File: config.mk
export PLATFORM = sky130hd
export DESIGN_NAME = register_sync_filt
export DESIGN_NICKNAME = d
export VERILOG_FILES = /design/src/rtl/register_sync_filt.sv
export SDC_FILE = /design/constraint.sdc
export NUM_CORES = 1
export LEC_CHECK = 0
export CORE_MARGIN = 8
export CORE_UTILIZATION = 40
export CTS_CLUSTER_DIAMETER = 100
export DETAILED_ROUTE_END_ITERATION = 8
export SLEW_MARGIN = 0
export SYNTH_ARGS = -nofsm -noshare
export SYNTH_HDL_FRONTEND = slang
export SYNTH_SLANG_ARGS = --single-unit
File: constraint.sdc
create_clock -name clk -period 1.8 [get_ports clk]
set_input_delay 0.18 -clock clk [delete_from_list [all_inputs] [get_ports clk]]
set_output_delay 0.18 -clock clk [all_outputs]
set_load 0.02 [all_outputs]
File: src/rtl/register_sync_filt.sv
// Multi-bit register synchroniser (2..8 stages) with word-level stability filter.
// Optional discarded-candidate counter: define REGSYNC_GLITCH_CNT_EN.
module register_sync_filt #(
  parameter int unsigned          reg_width     = 16,
  parameter logic [reg_width-1:0] reg_preset    = {reg_width{1'b0}},
  parameter int unsigned          resync_stages = 2,
  parameter int unsigned          stable_cycles = 2
) (
  input  logic                 clk,
  input  logic                 nrst,
  input  logic                 clk_en,
  input  logic [reg_width-1:0] reg_i,
  output logic [reg_width-1:0] reg_o,
  output logic                 upd_o,
  output logic                 stable_o
`ifdef REGSYNC_GLITCH_CNT_EN
  ,
  input  logic                 glitch_clr_i,
  output logic [7:0]           glitch_cnt_o
`endif
);

  if (resync_stages < 2 || resync_stages > 8) begin : g_bad_stages
    $error("register_sync_filt: resync_stages must be 2..8");
  end
  if (reg_width < 1 || reg_width > 64) begin : g_bad_width
    $error("register_sync_filt: reg_width must be 1..64");
  end
  if (stable_cycles < 1 || stable_cycles > 255) begin : g_bad_stable
    $error("register_sync_filt: stable_cycles must be 1..255");
  end

  localparam int unsigned N  = resync_stages;
  localparam int unsigned CW = $clog2(stable_cycles + 1);
  localparam logic [CW-1:0] S  = CW'(stable_cycles);
  localparam logic [CW-1:0] S1 = CW'(stable_cycles - 1);

  logic [N-1:0][reg_width-1:0] s_q, s_d;
  logic [reg_width-1:0] sync_q;
  logic [reg_width-1:0] cand_q, cand_d;
  logic [reg_width-1:0] reg_q, reg_d;
  logic [CW-1:0]        cnt_q, cnt_d;
  logic                 upd_q, upd_d;

  assign sync_q = s_q[N-1];

  always_comb begin
    s_d = s_q;
    if (clk_en) begin
      s_d = {s_q[N-2:0], reg_i};
    end
  end

  // A sync_q change always restarts the filter, even on a commit edge.
  always_comb begin
    cand_d = cand_q;
    cnt_d  = cnt_q;
    reg_d  = reg_q;
    upd_d  = 1'b0;
    if (clk_en) begin
      if (sync_q != cand_q) begin
        cand_d = sync_q;
        cnt_d  = '0;
      end else if (cnt_q == S1) begin
        reg_d = cand_q;
        cnt_d = S;
        upd_d = (cand_q != reg_q);
      end else if (cnt_q != S) begin
        cnt_d = cnt_q + CW'(1);
      end
    end
  end

  always_ff @(posedge clk or negedge nrst) begin
    if (!nrst) begin
      s_q    <= {N{reg_preset}};
      cand_q <= reg_preset;
      reg_q  <= reg_preset;
      cnt_q  <= S;
      upd_q  <= 1'b0;
    end else begin
      s_q    <= s_d;
      cand_q <= cand_d;
      reg_q  <= reg_d;
      cnt_q  <= cnt_d;
      upd_q  <= upd_d;
    end
  end

  assign reg_o    = reg_q;
  assign upd_o    = upd_q;
  assign stable_o = (cnt_q == S) && (cand_q == reg_q);

`ifdef REGSYNC_GLITCH_CNT_EN
  logic [7:0] gcnt_q, gcnt_d;

  always_comb begin
    gcnt_d = gcnt_q;
    if (glitch_clr_i) begin
      gcnt_d = '0;
    end else if (clk_en && (sync_q != cand_q) &&
                 (cand_q != reg_q) && (gcnt_q != 8'hFF)) begin
      gcnt_d = gcnt_q + 8'd1;
    end
  end

  always_ff @(posedge clk or negedge nrst) begin
    if (!nrst) begin
      gcnt_q <= '0;
    end else begin
      gcnt_q <= gcnt_d;
    end
  end

  assign glitch_cnt_o = gcnt_q;
`endif

endmodule

[Yosys cells after proc, flatten, opt, wreduce, memory -nomap -nowiden]
Cells that the tools add are included.
Word-level totals
  bits in registers: 67
  input port bits: 19
  output and inout bits: 18
  word-level logic and storage cells: 25
Cells by class
  add/sub/neg operators: 1
  equality and inequality tests: 6
  mux-type cells: 6
  bitwise gates (word level): 1
  reductions and logical operators: 5
Operators by type and width (number)
  != test 16 bit: 2
  equality test 16 bit: 1
  two-way mux 2 bit: 3
  AND reduction 2 bit: 2
  two-way mux 1 bit: 3
  AND reduction 3 bit: 1
  nonzero test 3 bit: 1
  adder 2 x 1 -> 2 bit (second input constant): 1
  equality test 2 x 1 -> 1 bit (second input constant): 1
  equality test 2 bit (second input constant): 1
  != test 2 bit (second input constant): 1
  logical AND 1 bit: 1
  inverter 1 bit: 1

[Logic depth before layout (Yosys ltp)]
  depth in word-level cells: 4
  gate-level depth with buffers: 7
  depth with buffers taken out: 7

[Least setup slack after synthesis]
No wires, ideal clock.
  path kind: register -> register
  from: reg cand_q[8]
  to: reg reg_q[10] (netlist: reg_o[10])
  library setup time: 0.125 ns
  data arrival time: 1.785 ns
  required time: 1.675 ns
  setup slack: -0.110 ns
  cell stages (with the launch flop): 8
  path buffers: 2
  clock period less this slack: 1.910 ns
  cell sequence: dfrtp_1 -> xnor2_1 -> nand4_1 -> nor4_2 -> and3_1 -> buf_6 -> buf_12 -> mux2_4
Between the ends
  longest elaborated chain between the ends: 3
Ends and longest elaborated chain
  start, declared: line 40  | logic [reg_width-1:0] cand_q, cand_d;
  start signal, assigned: line 77  | cand_q <= reg_preset;
  start signal, assigned: line 83  | cand_q <= cand_d;
  != test 16 bit: line 61  | if (sync_q != cand_q) begin
  inverter 1 bit (no line)
  AND reduction 3 bit (no line)
  end signal, assigned: line 78  | reg_q <= reg_preset;
  end signal, assigned: line 84  | reg_q <= reg_d;
  end, declared: line 41  | logic [reg_width-1:0] reg_q, reg_d;
No other way between the ends.
A chain may end at the register's enable or synchronous reset.

[Worst setup path in the final report]
  from: reg cand_q[8]
  to: reg reg_q[8] (netlist: reg_o[8])
Between the ends
  longest elaborated chain between the ends: 3
Ends and longest elaborated chain (line)
  != test 16 bit: 61
  inverter 1 bit (no line)
  AND reduction 3 bit (no line)
Several ways; a longest one is shown, not always the timed one.

==> impl_metrics.yaml <==
synth:
  yosys.area.top_type: "dfrtp_1"
  netlist_top_cells_count: "dfrtp_1, mux2_2, xnor2_1"
  synth.yosys.warnings: 0
  synth-edff-count: 0
  synth_most_common_cell: "dfrtp_1"
  synth_compound_area_share_pct: 0.761
  syn_inst: 200
  synthMuxAreaShare_pct: 25.5
  synthArstFlopShare_pct: 100
  synthFlopType: "dfrtp_1"
  synth_fa_ha_area_share_pct: 0.846
  synth_area_leaders: "dfrtp_1, mux2_2, xnor2_1, mux2_4, nand4_1"
  synth-simple-area-share_pct: 4.27
  netlist.area_leader.share_pct: 55.8
  synthXorXnorAreaFrac_pct: 9.47
  synth_cell_types: 24
  synth-seq-cells: 67
  netlist_area_sq_um: 2960
  ys_seq_area_share_pct: 56.7
  avgSynthCellArea_sq_um: 14.8
  syn_nets: 221
  synth_top_family_by_area: "multiplexers"
sta:
  slew-limit-headroom_pct: 66.3
  rsz0062_at_grt: "true"
  fmax_ghz: 0.490
  finClkSkew_ns: 0.00969
  finalCriticalPeriod_ns: 2.04
  hold_violations: 0
  slew_viol_final: 0
  setup_slack_ns: -0.241
  whs_ns: 0.345
  period_share_pct: 113
  tightest_slew_ns: 0.506
  fin_setup_tns_ns: -5.76
  setup_viol: 34
clock_tree:
  tritoncts: "done"
  htreeDepth: 3
  clock-sinks: 67
  root_buffer: "clkbuf_8"
  path_clk_slew_ns: 0.07
  clk_latency_ns: 0.34
  numCtsBuffers: 9
  cts_buffer_depth: 2
placed_design:
  dp.cells: 371
  io_buffers: 36
  gp_congestion: 0.701
  dp_hpwl_microns: 4130
  placed_area_sq_um: 3790
worst_setup_path:
  worst-path-stages: 9
  reg2regPathDepth: 9
  start_kind: "register"
  crit_buf_inv: 4
  critical_path.startpoint: "cand_q[8]"
  cp-end-kind: "register"
  crit_chain: "buf_6 -> xnor2_2 -> nand4_1 -> nor4_2 -> buf_4 -> and3_4 -> buf_12 -> buf_16 -> mux2_4"
  worstReg2RegEnd: "reg_o[8]"
  crit_required_ns: 2.02
  cp_slowest_stage_delay_ns: 0.40
  r2r-start: "cand_q[8]"
  crit_type: "reg2reg"
  cp_slowest_cell: "dfrtp_1"
  rrSetupSlack_ns: -0.24
  arrival_ns: 2.26
  critPathMaxFanout: 8
  path_delay_family: "simple AND/OR/NAND/NOR gates"
  cp-endpoint: "reg_o[8]"
finish:
  area_delta_synth_final_pct: 41.4
  fill_cells: 624
  layout-drive-gt1-share_pct: 49.2
  fin_area_sq_um: 4180
  diodes: 0
  final_cells: 398
  nets: 315
floorplan:
  ioPinCount: 37
  start_util_pct: 41.0
  die_y_microns: 102
  rows: 31
  fp.coreArea_sq_um: 7210
  die_area_sq_um: 10400
  fp.dieW_microns: 102
power:
  p_leak_uw: 0.00182
  ir_drop_v: 0.000655
  p_per_area_nw_per_um2: 898
route:
  drt_iter0_drc: 39
  drc: 0
  postRouteAntennaNets: 0
  wire_per_inst_microns: 14.9
  wirelength_microns: 5940
  viasPerCell: 4.61
  dr.pass1.iters: 4
  num_vias: 1834
hold_path:
  hp-class: "in2async"
global_route:
  grt_pass1_vias: 1921
  grt_overflow_total: 0
  grt_first_pass_wirelength_microns: 9770
  antenna_found_initial: 0
  track_usage_pct: 12.5
  grt_max_degree: 32
job:
  drv_cap: 0
status:
  status: "finished with violations"
  violations: "negative setup slack"
power breakdown:
group	switching (uW)	internal [uW]
sequential	162	1670
clock	582	634
combinational	231	479
total	975	2780
registers in the layout (all words and copies together), names as in the netlist:
name,cells
reg_o,16
sync_q,16
s_q,16
upd_o,1
cnt_q,2
cand_q,16
final cells by class:
class,instances,area (sq um),share of cell area (%)
sequential,67,1680,40.2
multi-input combinational,123,1320,31.5
timing repair buffer,91,861,20.6
clock buffer,9,124,2.96
tap,99,124,2.96
clock inverter,7,68.8,1.65
inverter,2,7.51,0.179
through the flow:
| stage | util, % | total power [uW] | worst slack, ns |
|---|---|---|---|
| after CTS | 57.1 | 3750 | -0.241 |
| after global routing | 58.0 | 3960 | -0.367 |
| after detailed placement | 52.5 | 2490 | -0.348 |
| after floorplan | - | 2210 | -0.107 |
| final | 58.0 | 3760 | -0.241 |
| after global placement | 52.5 | 2480 | -0.307 |
timing repair:
action / CTS / global route
hold buffers: 1 / 0
gates cloned: 2 / 0
buffers inserted: 7 / 4
hold endpoints to repair: 17 / 0
pin swaps: 2 / 7
gates resized for setup: 8 / 22
endpoints found under the setup margin: 34 / 35
layout by cell type (no fill, tap or decap), drive strengths merged:
cell | synthesis | routed
nand4 | 8 | 8
buf | 4 | 56
clkbuf | 4 | 9
and2 | 1 | 1
bufinv | 0 | 1
dfrtp | 66 | 66
mux2 | 64 | 64
o21ai | 2 | 2
nor2 | 1 | 1
nor2b | 2 | 2
nor4 | 2 | 2
inv | 2 | 2
xnor2 | 32 | 32
nand2b | 1 | 1
a21boi | 1 | 1
a21oi | 1 | 1
nor3b | 1 | 1
nand2 | 4 | 4
and3 | 1 | 1
clkinvlp | 0 | 2
dlygate4sd3 | 0 | 1
clkdlybuf4s50 | 0 | 34
ha | 2 | 2
clkinv | 0 | 4
dfstp | 1 | 1
kinds of logic (layout without fill, tap and decap cells):
group,count (synthesis),in the layout
compound gates,4,4
xor+xnor,32,32
fa+ha+maj,2,2
buf+inv,10,109
flops,67,67
mux,64,64
simple gates,21,21
how the worst min path moves through the flow:
stage / start / end / cells past startpoint
after detailed placement: nrst / s_q[2] / 1
after CTS: nrst / s_q[2] / 2
after global placement: nrst / s_q[2] / 1
after floorplan: nrst / cand_q[0] / 0
after global routing: nrst / sync_q[8] / 2
final: nrst / s_q[2] / 2
per-layer routing:
layer | GRT usage (%) | share of wire [%] | up-vias
met5 | 0 | 0 | -
met4 | 7.45 | 2.6 | 0
met3 | 2.66 | 4.0 | 13
met2 | 17.9 | 44 | 36
met1 | 16.9 | 49 | 893
li1 | - | - | 892
No activity file was read; power rests on OpenSTA's default activity.
